<file path="src/rtl/melody_pkg.sv">
// Shared widths, FSM encoding and the fixed melody table for the musicbox sequencer.
// The table lives in a function so elaboration can unroll it into per-step constants.
package melody_pkg;

  localparam int NOTE_W  = 4;
  localparam int DUR_W   = 3;
  localparam int SEQ_LEN = 8;
  localparam int STEP_W  = $clog2(SEQ_LEN);
  localparam int DCNT_W  = 27;

  typedef enum logic [1:0] {
    ST_IDLE = 2'd0,
    ST_PLAY = 2'd1,
    ST_GAP  = 2'd2
  } state_t;

  typedef struct packed {
    logic [NOTE_W-1:0] note;
    logic [DUR_W-1:0]  dur;
  } entry_t;

  // dur == 0 marks the end of the melody; note 0 with a nonzero dur is a timed rest.
  function automatic entry_t melody_entry(input logic [STEP_W-1:0] idx);
    entry_t e;
    case (idx)
      3'd0:    e = '{note: 4'd1, dur: 3'd2};
      3'd1:    e = '{note: 4'd9, dur: 3'd2};
      3'd2:    e = '{note: 4'd7, dur: 3'd4};
      default: e = '{note: 4'd0, dur: 3'd0};
    endcase
    return e;
  endfunction

endpackage

</file>
<file path="src/rtl/melody_sequencer_btn_debounce.sv">
// Two-flop synchronizer plus stability counter for one active-low pushbutton.
// Emits a single-cycle press pulse when the debounced level falls to pressed.
module btn_debounce #(
  parameter int DEBOUNCE_CYCLES = 1_000_000
) (
  input  logic clk,
  input  logic rst,
  input  logic btn_n,
  output logic press
);

  localparam int              CNT_W    = $clog2(DEBOUNCE_CYCLES + 1);
  localparam logic [CNT_W-1:0] CNT_LAST = CNT_W'(DEBOUNCE_CYCLES - 1);

  logic             sync1_reg;
  logic             sync2_reg;
  logic             level_reg;
  logic             press_reg;
  logic [CNT_W-1:0] cnt_reg;

  always_ff @(posedge clk) begin
    if (rst) begin
      sync1_reg <= 1'b1;
      sync2_reg <= 1'b1;
      level_reg <= 1'b1;
      press_reg <= 1'b0;
      cnt_reg   <= '0;
    end else begin
      sync1_reg <= btn_n;
      sync2_reg <= sync1_reg;
      press_reg <= 1'b0;
      // Any sample agreeing with the current level restarts the stability window.
      if (sync2_reg == level_reg) begin
        cnt_reg <= '0;
      end else if (cnt_reg == CNT_LAST) begin
        level_reg <= sync2_reg;
        press_reg <= ~sync2_reg;
        cnt_reg   <= '0;
      end else begin
        cnt_reg <= cnt_reg + 1'b1;
      end
    end
  end

  assign press = press_reg;

endmodule

</file>
<file path="src/rtl/melody_sequencer.sv">
// Steps through the melody table on debounced play/stop presses, holding each note
// for dur beats followed by a silent gap; all outputs come straight from registers.
module melody_sequencer
  import melody_pkg::*;
#(
  parameter int DEBOUNCE_CYCLES = 1_000_000,
  parameter int BEAT_CYCLES     = 12_500_000,
  parameter int GAP_CYCLES      = 1_250_000,
  parameter int LOOP            = 0
) (
  input  logic              clk,
  input  logic              rst,
  input  logic              btn_play_n,
  input  logic              btn_stop_n,
  output logic [NOTE_W-1:0] note_code,
  output logic              busy,
  output logic [STEP_W-1:0] step_idx,
  output logic              done
);

  localparam logic [DCNT_W-1:0] GAP_LAST = DCNT_W'(GAP_CYCLES - 1);

  logic play_evt;
  logic stop_evt;

  btn_debounce #(.DEBOUNCE_CYCLES(DEBOUNCE_CYCLES)) u_play (
    .clk   (clk),
    .rst   (rst),
    .btn_n (btn_play_n),
    .press (play_evt)
  );

  btn_debounce #(.DEBOUNCE_CYCLES(DEBOUNCE_CYCLES)) u_stop (
    .clk   (clk),
    .rst   (rst),
    .btn_n (btn_stop_n),
    .press (stop_evt)
  );

  // Per-step constants: sounding note, last count of the note phase, end marker.
  logic [NOTE_W-1:0] note_tab  [SEQ_LEN];
  logic [DCNT_W-1:0] play_last [SEQ_LEN];
  logic              end_tab   [SEQ_LEN];

  for (genvar gi = 0; gi < SEQ_LEN; gi++) begin : g_tab
    localparam entry_t ENTRY = melody_entry(STEP_W'(gi));
    assign note_tab[gi]  = ENTRY.note;
    assign end_tab[gi]   = (ENTRY.dur == '0);
    assign play_last[gi] = DCNT_W'(int'(ENTRY.dur) * BEAT_CYCLES - 1);
  end

  state_t            state_reg, state_next;
  logic [STEP_W-1:0] step_reg, step_next, step_inc;
  logic [DCNT_W-1:0] cnt_reg, cnt_next;
  logic              last_step;
  logic              done_next;
  logic              busy_next;
  logic [NOTE_W-1:0] note_next;

  always_comb begin
    state_next = state_reg;
    step_next  = step_reg;
    cnt_next   = cnt_reg;
    done_next  = 1'b0;
    step_inc   = step_reg + 1'b1;
    last_step  = (step_reg == STEP_W'(SEQ_LEN - 1)) || end_tab[step_inc];

    case (state_reg)
      ST_PLAY: begin
        if (cnt_reg == play_last[step_reg]) begin
          state_next = ST_GAP;
          cnt_next   = '0;
        end else begin
          cnt_next = cnt_reg + 1'b1;
        end
      end
      ST_GAP: begin
        if (cnt_reg == GAP_LAST) begin
          cnt_next = '0;
          // A finished melody always parks at step 0 so a new play starts clean.
          if (last_step) begin
            step_next = '0;
            if (LOOP != 0) begin
              state_next = ST_PLAY;
            end else begin
              state_next = ST_IDLE;
              done_next  = 1'b1;
            end
          end else begin
            step_next  = step_inc;
            state_next = ST_PLAY;
          end
        end else begin
          cnt_next = cnt_reg + 1'b1;
        end
      end
      default: ;
    endcase

    if (stop_evt) begin
      state_next = ST_IDLE;
      step_next  = '0;
      cnt_next   = '0;
      done_next  = 1'b0;
    end else if (play_evt) begin
      step_next = '0;
      cnt_next  = '0;
      if (end_tab[0]) begin
        state_next = ST_IDLE;
        done_next  = 1'b1;
      end else begin
        state_next = ST_PLAY;
        done_next  = 1'b0;
      end
    end

    note_next = (state_next == ST_PLAY) ? note_tab[step_next] : '0;
    busy_next = (state_next != ST_IDLE);
  end

  always_ff @(posedge clk) begin
    if (rst) begin
      state_reg <= ST_IDLE;
      step_reg  <= '0;
      cnt_reg   <= '0;
      note_code <= '0;
      busy      <= 1'b0;
      done      <= 1'b0;
    end else begin
      state_reg <= state_next;
      step_reg  <= step_next;
      cnt_reg   <= cnt_next;
      note_code <= note_next;
      busy      <= busy_next;
      done      <= done_next;
    end
  end

  assign step_idx = step_reg;

endmodule

</file>
<file path="config.mk">
export PLATFORM = sky130hd
export DESIGN_NAME = melody_sequencer
export DESIGN_NICKNAME = d
export VERILOG_FILES = /design/src/rtl/melody_pkg.sv /design/src/rtl/melody_sequencer_btn_debounce.sv /design/src/rtl/melody_sequencer.sv
export SDC_FILE = /design/constraint.sdc
export NUM_CORES = 1
export LEC_CHECK = 0
export BUFFER_PORTS_ARGS = -buffer_cell sky130_fd_sc_hd__clkbuf_2
export CELL_PAD_IN_SITES_DETAIL_PLACEMENT = 0
export CELL_PAD_IN_SITES_GLOBAL_PLACEMENT = 2
export CORE_ASPECT_RATIO = 0.9
export CORE_MARGIN = 1
export CORE_UTILIZATION = 43
export CTS_BUF_LIST = sky130_fd_sc_hd__clkbuf_8
export CTS_CLUSTER_SIZE = 20
export DETAILED_ROUTE_END_ITERATION = 7
export PLACE_DENSITY_LB_ADDON = 0.1
export SYNTH_ARGS = -nofsm -noshare
export SYNTH_HDL_FRONTEND = slang
export SYNTH_SLANG_ARGS = --single-unit
</file>
<file path="constraint.sdc">
create_clock -name clk -period 3.65 [get_ports clk]
set_input_delay 0.5475 -clock clk [delete_from_list [all_inputs] [get_ports clk]]
set_output_delay 0.5475 -clock clk [all_outputs]
set_load 0.02 [all_outputs]
</file>
==> metrics.md <==
| Metric | Value |
|---|---|
| Outcome | completed |
| Antenna diode count | 0 |
| Final-report hold violation count | 0 |
| Compound-Gate Fraction of Synth Area | between 4 and 5% |
| TritonCTS clock tree | built |
| # setup viols final | 0 |
| Rel. slew slack | 52.7% |
| Vias per cell | roughly 5.1 |
| Slew @ Worst Pin | just over 0.7 ns |
| Mapped Nets | about 470 |
| Max-Cap Viols | 0 |
| Share of the yosys chip area belonging to registers | a little over two fifths |
| H-tree depth | 3 |
| Core area | 8770 µm² |
| Number of synthesized flops with an enable pin | 0 |
| Largest area contributor in the netlist | dfxtp_1 |
| Mapped Area | ~4000 µm² |
| Startpoint types | register |
| Non-Filler Instances | around 590 |
| Final #Nets | around 480 |
| CP arrival | approximately 2.9 ns |
| Synth warn | 0 |
| Die Area | around 9600 µm² |
| Worst Skew | around 0.011 ns |
| Setup tns final | 0 ns |
| Layout Area Growth over Synthesis | 8.75% |
| Top cell type's share of synthesized area | 43.0% |
| Routed WL | 7580 µm |
| Lkg Pwr | 1.46 nW |
| Crit path max fanout | 25 |
| First-pass GRT wire length | 13,400 µm |
| Clock buffer depth | 2 |
| Synth Area in Simple Gates | 31.1% |
| Final Critical Period | roughly 2.6 ns |
| Total GRT Usage | around 18% |
| CTS clk-pin slew, worst paths | approximately 0.090 ns |
| Mapped Avg Cell Area | 8.72 µm² |
| Port Buf Inserts | 12 |
| Peak supply drop | ~0.19 mV |
| Worst skew pair latency | 0.34 ns |
| Post-CTS sizing | 0 |
| Largest net degree at the start of global routing | 26 |
| Residual DRC | 0 |
| FMAX | between 300 and 400 MHz |
| Distinct cell type count after synthesis | 52 |
| Setup repair bufs after CTS | 0 |
| Chip Height | 93.0 µm |
| Synth Instances | about 450 |
| Post-synthesis xor/xnor area fraction | between 10% and 20% |
| Multi-input gate area | 2150 µm² |
| Hold Buf Count CTS | 0 |
| Die width | ~100 µm |
| Largest family of logic cells by synthesized area | simple AND/OR/NAND/NOR gates |
| Placed instance area | approximately 4100 µm² |
| Area contributors post-synth | dfxtp_1 (43%), nor2_1 (9.2%), xnor2_1 (8.2%), xor2_1 (6.4%), nand3_1 (3.9%) |
| Final Slew Violations | 0 |
| Fin Hold WS | 0.386 ns |
| Drt first pass iters | 4 |
| Adder-Cell Fraction of Synth Area | around 2.5% |
| DRT antenna net count | 0 |
| Inserted Clock Buffers | 9 |
| WL/cell | 12.9 µm |
| Starting DRT DRC Count | 66 |
| Via count | ~3,000 |
| Fin crit share | 72.3% |
| Ports | 13 |
| Share of cells above drive strength 1 | about a tenth |
| Ys async rst share | 0% |
| Starting density of the core | about 45% |
| Most used DFF post-synth | dfxtp_1 |
| Pwr/cell area | roughly 370 nW/µm² |
| FP Rows | 32 |
| Worst Setup End Kind | register |
| Design Area, Final | roughly 4300 µm² |
| Seq. cell area | roughly 1700 µm² |
| CP required | just under 4 ns |
| Largest register FFs | 27 |
| Filler Cells Inserted | between 800 and 900 |
| CTS Root Cell | clkbuf_8 |
| Final GP Congestion | 0.774 |
| Number of global-route vias before repair | around 2,800 |
| Grt total ovfl | 0 |
| Class of the worst hold path | primary input to register |
| Mux contribution to synthesized area | between 1 and 1.5% |
| RSZ-0062 raised after global routing | no |
| Initial antenna violation count | 0 |
| Cells after DPL | roughly 570 |
| Yosys reg bits | 85 |
| Kind of critical path | register to register |
| Post-DP HPWL | between 5000 and 6000 µm |
| Num Clock Sinks | 85 |
## through the flow
| stage | setup WS [ns] | utilization, % | power (mW) |
|---|---|---|---|
| final | 1.01 | 49.1 | 1.59 |
| after global routing | 0.875 | 49.1 | 1.66 |
| after floorplan | 1.13 | - | 0.967 |
| after detailed placement | 1.04 | 46.9 | 0.973 |
| after CTS | 1.01 | 49.1 | 1.62 |
| after global placement | 1.15 | 46.9 | 0.973 |
## placed cells by master, fill, tap and decap left out, drive strengths merged, types with 2 or more instances in the layout
| cell | instances |
|---|---|
| or3 | 3 |
| inv | 14 |
| nor4b | 6 |
| nand2 | 23 |
| nand4 | 17 |
| clkinv | 4 |
| o21ai | 3 |
| nor3 | 12 |
| and4 | 2 |
| dfxtp | 85 |
| nor4 | 11 |
| clkbuf | 21 |
| nor2b | 4 |
| a21oi | 7 |
| or4 | 2 |
| nor2 | 97 |
| xor2 | 29 |
| xnor2 | 37 |
| and3 | 13 |
| a31oi | 3 |
| or4b | 2 |
| or2 | 5 |
| a211o | 2 |
| nand3b | 3 |
| nand4bb | 2 |
| ha | 8 |
| nand3 | 32 |
| mux2 | 3 |
## per-layer routing
metal	up-vias	wire length [µm]	global-route usage (%)
li1	1576	-	-
met1	1389	3760	24.1
met2	39	3540	28.2
met3	7	206	4.63
met4	0	72	4.69
met5	-	0	0
## cell families (layout without fill, tap and decap cells)
group                    count (synthesis)  count (layout)
multiplexers                             4               4
AO/OA/AOI/OAI                           25              25
AND/OR/NAND/NOR                        238             238
buffers and inverters                   28              42
adder cells (fa/ha/maj)                  8               8
XOR/XNOR                                66              66
flip-flops                              85              85
## report_power, final
part           switching, mW  total [mW]  internal [mW]
combinational         0.0142      0.0205        0.00628
clock                  0.330       0.642          0.312
sequential           0.00155       0.931          0.929
total                  0.346        1.59           1.25
## final timing paths
check | from | end | slack (ns) | depth (start not counted)
min reg2reg | u_stop.sync1_reg | u_stop.sync2_reg | 0.42 | 1
max | step_idx[0] | cnt_reg[21] | 1.01 | 10
min | btn_play_n | u_play.sync1_reg | 0.39 | 2
max reg2reg | step_idx[0] | cnt_reg[21] | 1.01 | 10
## Yosys cell counts, types with 3 or more instances
master / number
nor2_1: 97
nor4b_1: 5
xor2_1: 29
or3_1: 3
nand4_1: 17
nand3_1: 31
xnor2_1: 37
or2_2: 5
and3_1: 13
ha_1: 8
nand3b_1: 3
a21oi_1: 7
inv_1: 14
nor4_1: 8
a31oi_1: 3
clkbuf_1: 10
nor3_1: 11
nor2b_1: 4
dfxtp_1: 85
nand2_1: 23
mux2_2: 3
## layout make-up
| type | instances | share of cell area, % |
|---|---|---|
| flip-flops and latches | 85 | 39.5 |
| repair buffers | 13 | 1.57 |
| inverters | 14 | 1.22 |
| clock buffers | 9 | 2.88 |
| well taps | 119 | 3.46 |
| clock inverters | 6 | 1.51 |
| multi-input cells | 341 | 49.8 |
## critical path, cell delays in order, from the launching register on
cell and delay [ns]:
dfxtp_1 0.50, ha_1 0.20, inv_1 0.04, ha_1 0.21, xnor2_1 0.13, or4b_1 0.48, nor3_2 0.20, nand3b_1 0.19
a22oi_2 0.16, buf_4 0.30, nor2_1 0.10
Note: power is estimated with default switching activity, not from simulation.
